<file path="src/rtl/rvv_backend_alu_rs.sv">
// ALU reservation station: in-order FIFO of uops between dispatch and the ALU.
// Up to PUSH_PORTS uops enter per cycle; the head is presented to the ALU and
// retires on pop_rs. A registered occupancy count is the single source of
// full/empty, so the pointers can wrap freely without any compare ambiguity.
module rvv_backend_alu_rs #(
    parameter type T          = logic [31:0],
    parameter int  DEPTH      = 8,
    parameter int  PUSH_PORTS = 2
) (
    input  logic                                   clk,
    input  logic                                   rst_n,
    input  logic [PUSH_PORTS-1:0]                  push_valid,
    input  logic [PUSH_PORTS-1:0][$bits(T)-1:0]    push_data,
    output logic                                   fifo_full,
    output logic                                   fifo_1left_to_full,
    output logic [$clog2(DEPTH):0]                 fifo_count,
    output logic                                   alu_uop_valid,
    output logic [$bits(T)-1:0]                    alu_uop,
    input  logic                                   pop_rs,
    input  logic                                   trap_flush_rvv
);

    localparam int PW = $clog2(DEPTH);
    localparam int CW = PW + 1;
    localparam int DW = $bits(T);

    logic [DW-1:0]         mem [DEPTH];
    logic [PW-1:0]         rd_ptr;
    logic [PW-1:0]         wr_ptr;
    logic [CW-1:0]         count;
    logic [CW-1:0]         free;
    logic [CW-1:0]         push_cnt;
    logic [PUSH_PORTS-1:0] accept;
    logic                  pop;

    // Free space comes only from the registered count; a same-cycle pop
    // never makes room for an extra push lane.
    assign free = CW'(DEPTH) - count;

    for (genvar g = 0; g < PUSH_PORTS; g++) begin : g_lane
        assign accept[g] = push_valid[g] && (CW'(g) < free);
    end

    // Number of lanes taken this cycle.
    always_comb begin
        push_cnt = '0;
        for (int i = 0; i < PUSH_PORTS; i++) begin
            push_cnt = push_cnt + CW'(accept[i]);
        end
    end

    assign pop = pop_rs && (count != '0);

    // Pointer and occupancy update; flush wins over push and pop.
    always_ff @(posedge clk or negedge rst_n) begin
        if (!rst_n) begin
            rd_ptr <= '0;
            wr_ptr <= '0;
            count  <= '0;
        end else if (trap_flush_rvv) begin
            rd_ptr <= '0;
            wr_ptr <= '0;
            count  <= '0;
        end else begin
            rd_ptr <= rd_ptr + PW'(pop);
            wr_ptr <= wr_ptr + PW'(push_cnt);
            count  <= count + push_cnt - CW'(pop);
        end
    end

    // Entry storage, deliberately not reset; lane i lands at wr_ptr+i.
    always_ff @(posedge clk) begin
        if (!trap_flush_rvv) begin
            for (int i = 0; i < PUSH_PORTS; i++) begin
                if (accept[i]) mem[wr_ptr + PW'(i)] <= push_data[i];
            end
        end
    end

    assign alu_uop_valid      = (count != '0);
    assign alu_uop            = alu_uop_valid ? mem[rd_ptr] : '0;
    assign fifo_count         = count;
    assign fifo_full          = (count == CW'(DEPTH));
    assign fifo_1left_to_full = (count >= CW'(DEPTH - 1));

`ifdef TB_SUPPORT
    for (genvar g = 1; g < PUSH_PORTS; g++) begin : g_contig
        a_contig: assert property (@(posedge clk) disable iff (!rst_n)
            !(push_valid[g] && !push_valid[g-1]));
    end
    a_space: assert property (@(posedge clk) disable iff (!rst_n)
        trap_flush_rvv || ((push_valid & ~accept) == '0));
    a_count: assert property (@(posedge clk) disable iff (!rst_n)
        count <= CW'(DEPTH));
`endif

endmodule

</file>
<file path="config.mk">
export PLATFORM = sky130hd
export DESIGN_NAME = rvv_backend_alu_rs
export DESIGN_NICKNAME = d
export VERILOG_FILES = /design/src/rtl/rvv_backend_alu_rs.sv
export SDC_FILE = /design/constraint.sdc
export NUM_CORES = 1
export LEC_CHECK = 0
export ABC_AREA = 1
export BUFFER_PORTS_ARGS = -buffer_cell sky130_fd_sc_hd__buf_2
export CAP_MARGIN = 20
export CORE_UTILIZATION = 40
export CTS_CLUSTER_SIZE = 40
export DETAILED_ROUTE_END_ITERATION = 12
export PLACE_DENSITY = 0.66
export REMOVE_ABC_BUFFERS = 1
export SLEW_MARGIN = 25
export SYNTH_ARGS = -nofsm -noshare
export SYNTH_HDL_FRONTEND = slang
export SYNTH_SLANG_ARGS = --single-unit
</file>
<file path="constraint.sdc">
create_clock -name clk -period 8.6 [get_ports clk]
set_input_delay 0.86 -clock clk [delete_from_list [all_inputs] [get_ports clk]]
set_output_delay 0.86 -clock clk [all_outputs]
set_load 0.01 [all_outputs]
</file>
# [Word-level counts from Yosys, hierarchy flattened]
# Memories as Yosys holds them, arrays and structs flattened.
# Index checks and enable logic that the tools add are counted.
[totals] register_bits=10 ramBits=256 inputBits=70 out_inout_bits=39 word_cells=29 n_memories=1
[classes] add_sub_neg=7 n_lt_le_gt_ge=3 n_eq_ne=1 n_mux=10 reduce_logical=4
[memory_table] name="mem" depth=8 word_bits=32 read_ports=1 rd_clocked_by_memory_dff=0 write_ports=2 line_no="27" text="logic [DW-1:0] mem [DEPTH];"
[op_table] op="32-bit two-way mux" count=1
[op_table] op="1-bit by 4-bit < comparator with 1-bit output, first input constant" count=2
[op_table] op="1-bit two-way mux" count=6
[op_table] op="3-bit two-way mux" count=2
[op_table] op="4-bit by 2-bit adder with 4-bit output" count=1
[op_table] op="4-bit equality test, second input constant" count=1
[op_table] op="4-bit by 3-bit >= comparator with 1-bit output, second input constant" count=1
[op_table] op="4-bit two-way mux" count=1
[op_table] op="4-bit nonzero test" count=1
[op_table] op="4-bit by 1-bit subtractor with 4-bit output" count=1
[op_table] op="4-bit subtractor, first input constant" count=1
[op_table] op="3-bit by 1-bit adder with 3-bit output" count=1
[op_table] op="3-bit by 1-bit adder with 3-bit output, second input constant" count=1
[op_table] op="3-bit by 2-bit adder with 3-bit output" count=1
[op_table] op="1-bit logical AND" count=3
[op_table] op="1-bit by 1-bit adder with 2-bit output" count=1

# [Logic depth before layout (Yosys ltp)]
# Gate-level depths: netlist (run 1).
[logic_depth] ltp_word=7 ltp_mapped=17 depth_no_buf=17

# [Worst setup path after synthesis (run 1)]
# OpenSTA, ideal clock, no wires.
[synth_path] path_type="input port to flip-flop" startpoint="input port trap_flush_rvv" endpoint="memory mem[0][0] (netlist bit), enable pin" setup_ns=0.466 arrival_time_ns=3.930 required_ns=8.134 slack_ns=4.204 path_stages=5 path_buffers=2 cell_sequence="buf_2 > inv_1 > clkbuf_1 > nand3_1 > o21ai_0"
[synth_rtl] element="start, declared" line_no="20" text="input logic trap_flush_rvv"
[synth_rtl] element="end, declared" line_no="27"

# [Worst setup path in the final report (run 1)]
[layout_path] startpoint="register rd_ptr[0]" endpoint="output port alu_uop[5]"
[layout_via] elab_chain_len=2
[layout_lines] element="start, declared" line_no="28" text="logic [PW-1:0] rd_ptr;"
[layout_lines] element="start signal, assigned" line_no="65" text="rd_ptr <= rd_ptr + PW'(pop);"
[layout_lines] element="memory read 8 x 32 bit"
[layout_lines] element="32-bit two-way mux" line_no="81" text="assign alu_uop = alu_uop_valid ? mem[rd_ptr] : '0;"
[layout_lines] element="end, declared" line_no="18" text="output logic [$bits(T)-1:0] alu_uop,"
# No other way between the ends.

==> summary.md, run 1 <==
| Metric | Value |
|---|---|
| Status | finished, final reports clean |
| DR vias | 12000 |
| Largest cells by area after synthesis | edfxtp_1 (53%), nand2_1 (20%), o21ai_0 (5.8%) |
| Post-synth ARST share | 3.76% |
| Top-count cell post-synth | nand2_1 |
| Worst IR drop on VDD | 0.000241 V |
| Crit-path max FO | 51 |
| Pins Over Slew Limit | 0 |
| Placed insts | 2180 |
| CTS Buf Count | 30 |
| Clock transition at path regs | 60 ps |
| Hold WS | 163 ps |
| Largest net degree at the start of global routing | 88 |
| Min Tclk post-route | 4350 ps |
| Layout cells sized above 1 | 11.5% |
| Die Y | 192 µm |
| DR DRC count | 0 |
| H-Tree Depth | 1 |
| Initial Utilization | 40.6% |
| Worst reg2reg path endpoint | mem[3][19] |
| Initial DRC count | 1067 |
| 1st-pass router iterations | 5 |
| Endpoints failing hold | 0 |
| Clock root cell | clkbuf_16 |
| CP endpoint | alu_uop[5] |
| Reg2reg start | fifo_count[0] |
| Crit path DAT | 3490 ps |
| Io pins | 109 |
| Die width | 192 µm |
| Final setup viols | 0 |
| Total track usage | 22.7% |
| Gr ovfl total | 0 |
| Die ar. | 0.0368 mm² |
| Fin cells | 2237 |
| Port Buf Inserts | 108 |
| Worst hold path class | in -> async |
| Ys flop type | edfxtp_1 |
| Vias in the first global route | 11500 |
| Final period util | 50.6% |
| #FFs+latches synth | 266 |
| Setup Skew | 13.2 ps |
| Synth Instances | 1746 |
| Post-route ant nets | 0 |
| Reg-to-reg setup timing slack | 5210 ps |
| Post-synth EDFFs | 256 |
| Yosys cell types | 28 |
| Setup Buffers After CTS | 0 |
| Max frequency | 230 MHz |
| Netlist Area Pre-Place | 0.0144 mm² |
| Hold_buf cts | 0 |
| Clock Latency Late Sink | 550 ps |
| Worst-Margin Slew | 1070 ps |
| Number of cells upsized or downsized after cts | 0 |
| Worst Path Required | 7740 ps |
| Setup TNS | 0 ps |
| Critical path origin | rd_ptr[0] |
| Layout Nets | 1839 |
| Pwr per Cell Area | 284 mW/mm² |
| Layout area overhead | 11.5% |
| Initial antenna violation count | 4 |
| Final wirelength | 41.9 mm |
| Clock Path Buffers | 3 |
| RSZ-0062 raised after global routing | no |
| First-pass GRT wire length | 64.4 mm |
| Core ar. | 0.0355 mm² |
| Sequential area share after synthesis | 55.0% |
| Biggest area consumer among synthesized cells | edfxtp_1 |
| Top-area cell type share of the netlist area | 53.3% |
| DP Wirelength | 23.5 mm |
| Post-synth top cells | nand2_1 (781), edfxtp_1 (256), nor2_1 (205) |
| Row count | 69 |
| Critical path type | reg -> out |
| RD Place Congestion | 0.792 |
| Synth warn | 0 |
| CTS tree | done |
| Max_cap viols | 0 |
| Syn Area/Cell | 8.26 µm² |
| PnR Total Power | 4.57 mW |
| Via/cell ratio | 5.36 |
| Startpoint class of the critical path | flop |
| Leak | 6.80 nW |
| WL/cell | 18.7 µm |
| FF-to-FF path depth | 9 |
| Relative slew slack | 28.5% |
| CTS sink count | 266 |
| Critical Path Sink Type | output pin |
[report_power, final]
part	internal, mW	total, mW	leakage [nW]	switching [mW]
clock	0.742	1.27	0.476	0.523
combinational	0.481	1.55	3.87	1.07
sequential	1.65	1.75	2.45	0.0987
[metrics by stage]
stage	area, µm²	util, %	worst slack, ps
finish	16100	45.3	4250
floorplan	13700	-	2710
detailed placement	15100	42.6	4830
global placement	15100	42.6	4810
CTS	16100	45.3	4240
global route	16100	45.3	4060
[final cells by class]
type | instances | area [µm²]
fillers | 3300 | 19400
flip-flops and latches | 266 | 7950
multi-input cells | 1279 | 5680
clock buffers | 34 | 787
repair buffers | 138 | 766
well taps | 461 | 577
clock inverters | 22 | 183
inverters | 36 | 135
diodes | 1 | 2.50
[sequential cells by signal, indices dropped and copies added (netlist names)]
name and flops:
fifo_count 4, mem 256, rd_ptr 3, wr_ptr 3
[layout by cell type (no fill, tap or decap), drive strengths merged, types with 3 or more instances in the layout]
| master | count |
|---|---|
| edfxtp | 256 |
| clkinv | 17 |
| inv | 37 |
| ha | 16 |
| a21oi | 3 |
| nor2 | 213 |
| buf | 138 |
| bufinv | 3 |
| o21ai | 170 |
| clkbuf | 34 |
| mux2i | 32 |
| o22ai | 32 |
| nor3 | 4 |
| nand2 | 781 |
| nand3 | 11 |
| nand4 | 10 |
| dfrtp | 10 |
[cell families after synthesis]
kind of cell | count (synthesis) | synth area share (%)
AND/OR/NAND/NOR | 1020 | 27.2
flip-flops | 266 | 55.0
AO/OA/AOI/OAI | 206 | 7.44
buffers and inverters | 201 | 6.19
multiplexers | 32 | 2.22
adder cells (fa/ha/maj) | 18 | 1.67
XOR/XNOR | 3 | 0.234
[how the worst min path moves through the flow]
stage                     to  slack, ps           from  cells after the start
2_1_floorplan  fifo_count[0]        560          rst_n                      0
3_3_place_gp   fifo_count[0]        680  fifo_count[0]                      3
3_5_place_dp   fifo_count[0]        680  fifo_count[0]                      3
4_1_cts        fifo_count[2]        160          rst_n                      1
5_1_grt        fifo_count[2]        170          rst_n                      1
6_report       fifo_count[2]        160          rst_n                      1
[routing by layer]
layer	track usage, %	routed length (µm)
met1	29.5	17300
met2	38.5	19900
met3	4.20	3790
met4	6.32	893
met5	0	44
[critical path, stage by stage, from the launching register on]
cell and delay (ps):
dfrtp_4 720, inv_2 740, buf_4 640, o21ai_0 180, o21ai_0 90, o21ai_0 90, nor2_1 250, buf_2 180
(Power assumes the default switching activity.)
==> run 2: changes to the inputs <==
--- a/config.mk
+++ b/config.mk
@@ -5,7 +5,7 @@
 export SDC_FILE = /design/constraint.sdc
 export NUM_CORES = 1
 export LEC_CHECK = 0
-export ABC_AREA = 1
+export ABC_AREA = 0
 export BUFFER_PORTS_ARGS = -buffer_cell sky130_fd_sc_hd__buf_2
 export CAP_MARGIN = 20
 export CORE_UTILIZATION = 40
==> constraint.sdc (replaced) <==
create_clock -name clk -period 4.2 [get_ports clk]
set_input_delay 0.42 -clock clk [delete_from_list [all_inputs] [get_ports clk]]
set_output_delay 0.42 -clock clk [all_outputs]
set_load 0.01 [all_outputs]
==> summary.md, run 2 <==
| Metric | Value |
|---|---|
| Total track usage | 18.4% (-4.3 points) |
| Pins Over Slew Limit | 0 (unchanged) |
| Worst-Margin Slew | 1060 ps (-17.2 ps) |
| Biggest area consumer among synthesized cells | edfxtp_1 |
| Startpoint class of the critical path | flop |
| CTS Buf Count | 28 (-6.7%) |
| Number of cells upsized or downsized after cts | 0 (unchanged) |
| Largest net degree at the start of global routing | 65 (-26%) |
| Clock Path Buffers | 3 (unchanged) |
| Min Tclk post-route | 3200 ps |
| CP bufs+invs | 2 (-1) |
| Failing checks | design-rule violations |
| Post-synth top cells | edfxtp_1 (256), mux2_2 (224), mux4_2 (64) |
| Placed insts | 1333 (-39%) |
| Max_cap viols | 0 (unchanged) |
| Final wirelength | 32.5 mm (-22%) |
| Critical Path Sink Type | output pin |
| Area after DPL | 0.0150 mm² (-0.39%) |
| Clock transition at path regs | 60 ps (about the same) |
| Syn Area/Cell | 17.7 µm² (+110%) |
| DR DRC count | 1 (+1) |
| Post-synth ARST share | 3.76% (unchanged) |
| Largest register FFs | 256 (unchanged) |
| First-pass GRT wire length | 49.5 mm (-23%) |
| # fillers | 2985 (-9.5%) |
| Critical path type | reg -> out |
| Most common cell after layout, fill and taps aside | edfxtp_1 |
| Max stage delay cell, worst path | dfrtp_4 |
| Endpoints failing hold | 0 (unchanged) |
| Worst IR drop on VDD | 0.000383 V (+59%) |
| Layout cells sized above 1 | 55.2% (+44 points) |
| Netlist Area Pre-Place | 0.0140 mm² (-2.9%) |
| Final period util | 76.2% |
| Die Y | 189 µm (-1.5%) |
| Worst Path Required | 3780 ps (-3960 ps) |
| #FFs+latches synth | 266 (unchanged) |
| Fin area | 0.0159 mm² (-0.90%) |
| Post-route ant nets | 0 (unchanged) |
| Setup Skew | 18.9 ps (+5.70 ps) |
| Via/cell ratio | 5.44 (+1.5%) |
| Initial antenna violation count | 4 (unchanged) |
| Critical Path Max Stage Delay | 780 ps (+40 ps) |
| CTS sink count | 266 (unchanged) |
| WL/cell | 23.5 µm (+25%) |
| Max frequency | 312 MHz |
| Fin cells | 1386 (-38%) |
| Place WS | 1090 ps (-3740 ps) |
| Sequential area share after synthesis | 56.7% (+1.7 points) |
| Final setup viols | 0 (unchanged) |
| H-Tree Depth | 1 (unchanged) |
| Biggest register | mem |
| Final worst setup slack | 999 ps (-3250 ps) |
| Vias in the first global route | 7833 (-32%) |
| Clock root cell | clkbuf_16 |
| Row count | 68 (-1.4%) |
| Die ar. | 0.0358 mm² (-2.9%) |
| Crit path DAT | 2780 ps (-710 ps) |
| DP Wirelength | 19.3 mm (-18%) |
| Status | finished, violations left |
| Pwr per Cell Area | 552 mW/mm² (+94%) |
| Gr ovfl total | 0 (unchanged) |
| DR vias | 7543 (-37%) |
| Largest cells by area after synthesis | edfxtp_1 (55%), mux2_2 (18%), mux4_2 (10%) |
| Diode count | 0 (-1) |
| CTS tree | done |
| Layout area overhead | 13.8% |
| Relative slew slack | 29.4% (+0.88 points) |
| Post-synth EDFFs | 256 (unchanged) |
| Initial Utilization | 40.6% (about the same) |
| Core ar. | 0.0345 mm² (-2.9%) |
| Crit-path cells | buf_12 -> mux4_2 -> mux2i_1 -> nor2_1 -> buf_2 |
| RD Place Congestion | 0.734 (-7.4%) |
| Clock Latency Late Sink | 540 ps (about the same) |
| Io pins | 109 (unchanged) |
| Synth warn | 0 (unchanged) |
| Ys flop type | edfxtp_1 |
| Layout Nets | 997 (-46%) |
| Yosys cell types | 33 (+18%) |
| Commonest non-fill, non-tap cells in the layout | edfxtp_1 (256), mux2_2 (224), buf_2 (108) |
| Top-count cell post-synth | edfxtp_1 |
| Worst hold path class | in -> reg |
| RSZ-0062 raised after global routing | no |
| Port Buf Inserts | 108 (unchanged) |
| Die width | 189 µm (-1.5%) |
| Leak | 5.56 nW (-18%) |
| Initial DRC count | 548 (-49%) |
| Crit-path max FO | 32 (-37%) |
| Crit-path leading delay family | multiplexers |
| Synth Instances | 793 (-55%) |
| 1st-pass router iterations | 9 (+4) |
| Top-area cell type share of the netlist area | 54.9% (+1.6 points) |
| Setup Buffers After CTS | 0 (unchanged) |
[run 2: cell count changes in the layout (fill, tap and decap cells not counted), sizes merged, moves of 7 or more]
cell	before	now
nand2	781	4
o21ai	170	4
inv	37	16
nand3	11	0
mux2	0	256
mux4	0	64
nor2	213	39
o211ai	0	8
nor2b	0	7
o22ai	32	0
nand4	10	0
[run 2: layout make-up]
cell class / count / area [µm²] / area share (%)
timing repair buffer: 138 / 793 / 4.98
multi-input combinational: 459 / 5690 / 35.7
tap: 455 / 569 / 3.57
inverter: 16 / 60.1 / 0.377
clock buffer: 39 / 763 / 4.79
clock inverter: 13 / 110 / 0.691
sequential: 266 / 7950 / 49.9
[run 2: worst paths after layout]
path	from	end	slack [ps]	cells after the start
min in group asynchronous	rst_n	rd_ptr[2]	270	2
worst min register to register	rd_ptr[1]	rd_ptr[1]	660	2
max in group asynchronous	rst_n	rd_ptr[0]	3710	2
worst max register to register	fifo_count[0]	fifo_count[2]	1090	15
worst min-delay path	trap_flush_rvv	rd_ptr[2]	240	2
worst max-delay path	rd_ptr[0]	alu_uop[1]	1000	5
[run 2: cells by family after synthesis]
family	synth area share [%]
AOI/OAI and AO/OA	1.90
and+or+nand+nor	1.98
xor gates and xnor gates	0.375
DFF	56.7
muxes	34.0
buffers and inverters	3.30
adders and majority gates	1.72
[run 2: routing by layer]
layer	vias up	part of all wire, %	track usage, %	wire, µm
met4	8	1.2	3.07	387
li1	3404	-	-	-
met2	165	48	29.7	15500
met3	35	5.0	3.19	1620
met5	-	0.17	0	55
met1	3931	46	26.3	15000
[run 2: timing repair]
item                                   CTS  global route
setup endpoints to repair                0             0
hold buffers                             1             0
endpoints found under the hold margin   10             0
[run 2: metrics by stage]
step	power, mW	hold WS (ps)	setup TNS [ps]	utilization [%]
after global placement	6.47	298	0	43.7
after detailed placement	6.52	299	0	43.7
after CTS	8.91	223	0	46.2
final	8.79	236	0	46.2
after floorplan	5.50	124	-456870	-
after global routing	9.24	268	0	46.2
[run 2: power breakdown]
part	total [mW]	switching, mW	internal, mW
clock network	2.39	1.00	1.38
logic	2.88	1.60	1.28
registers	3.53	0.175	3.35
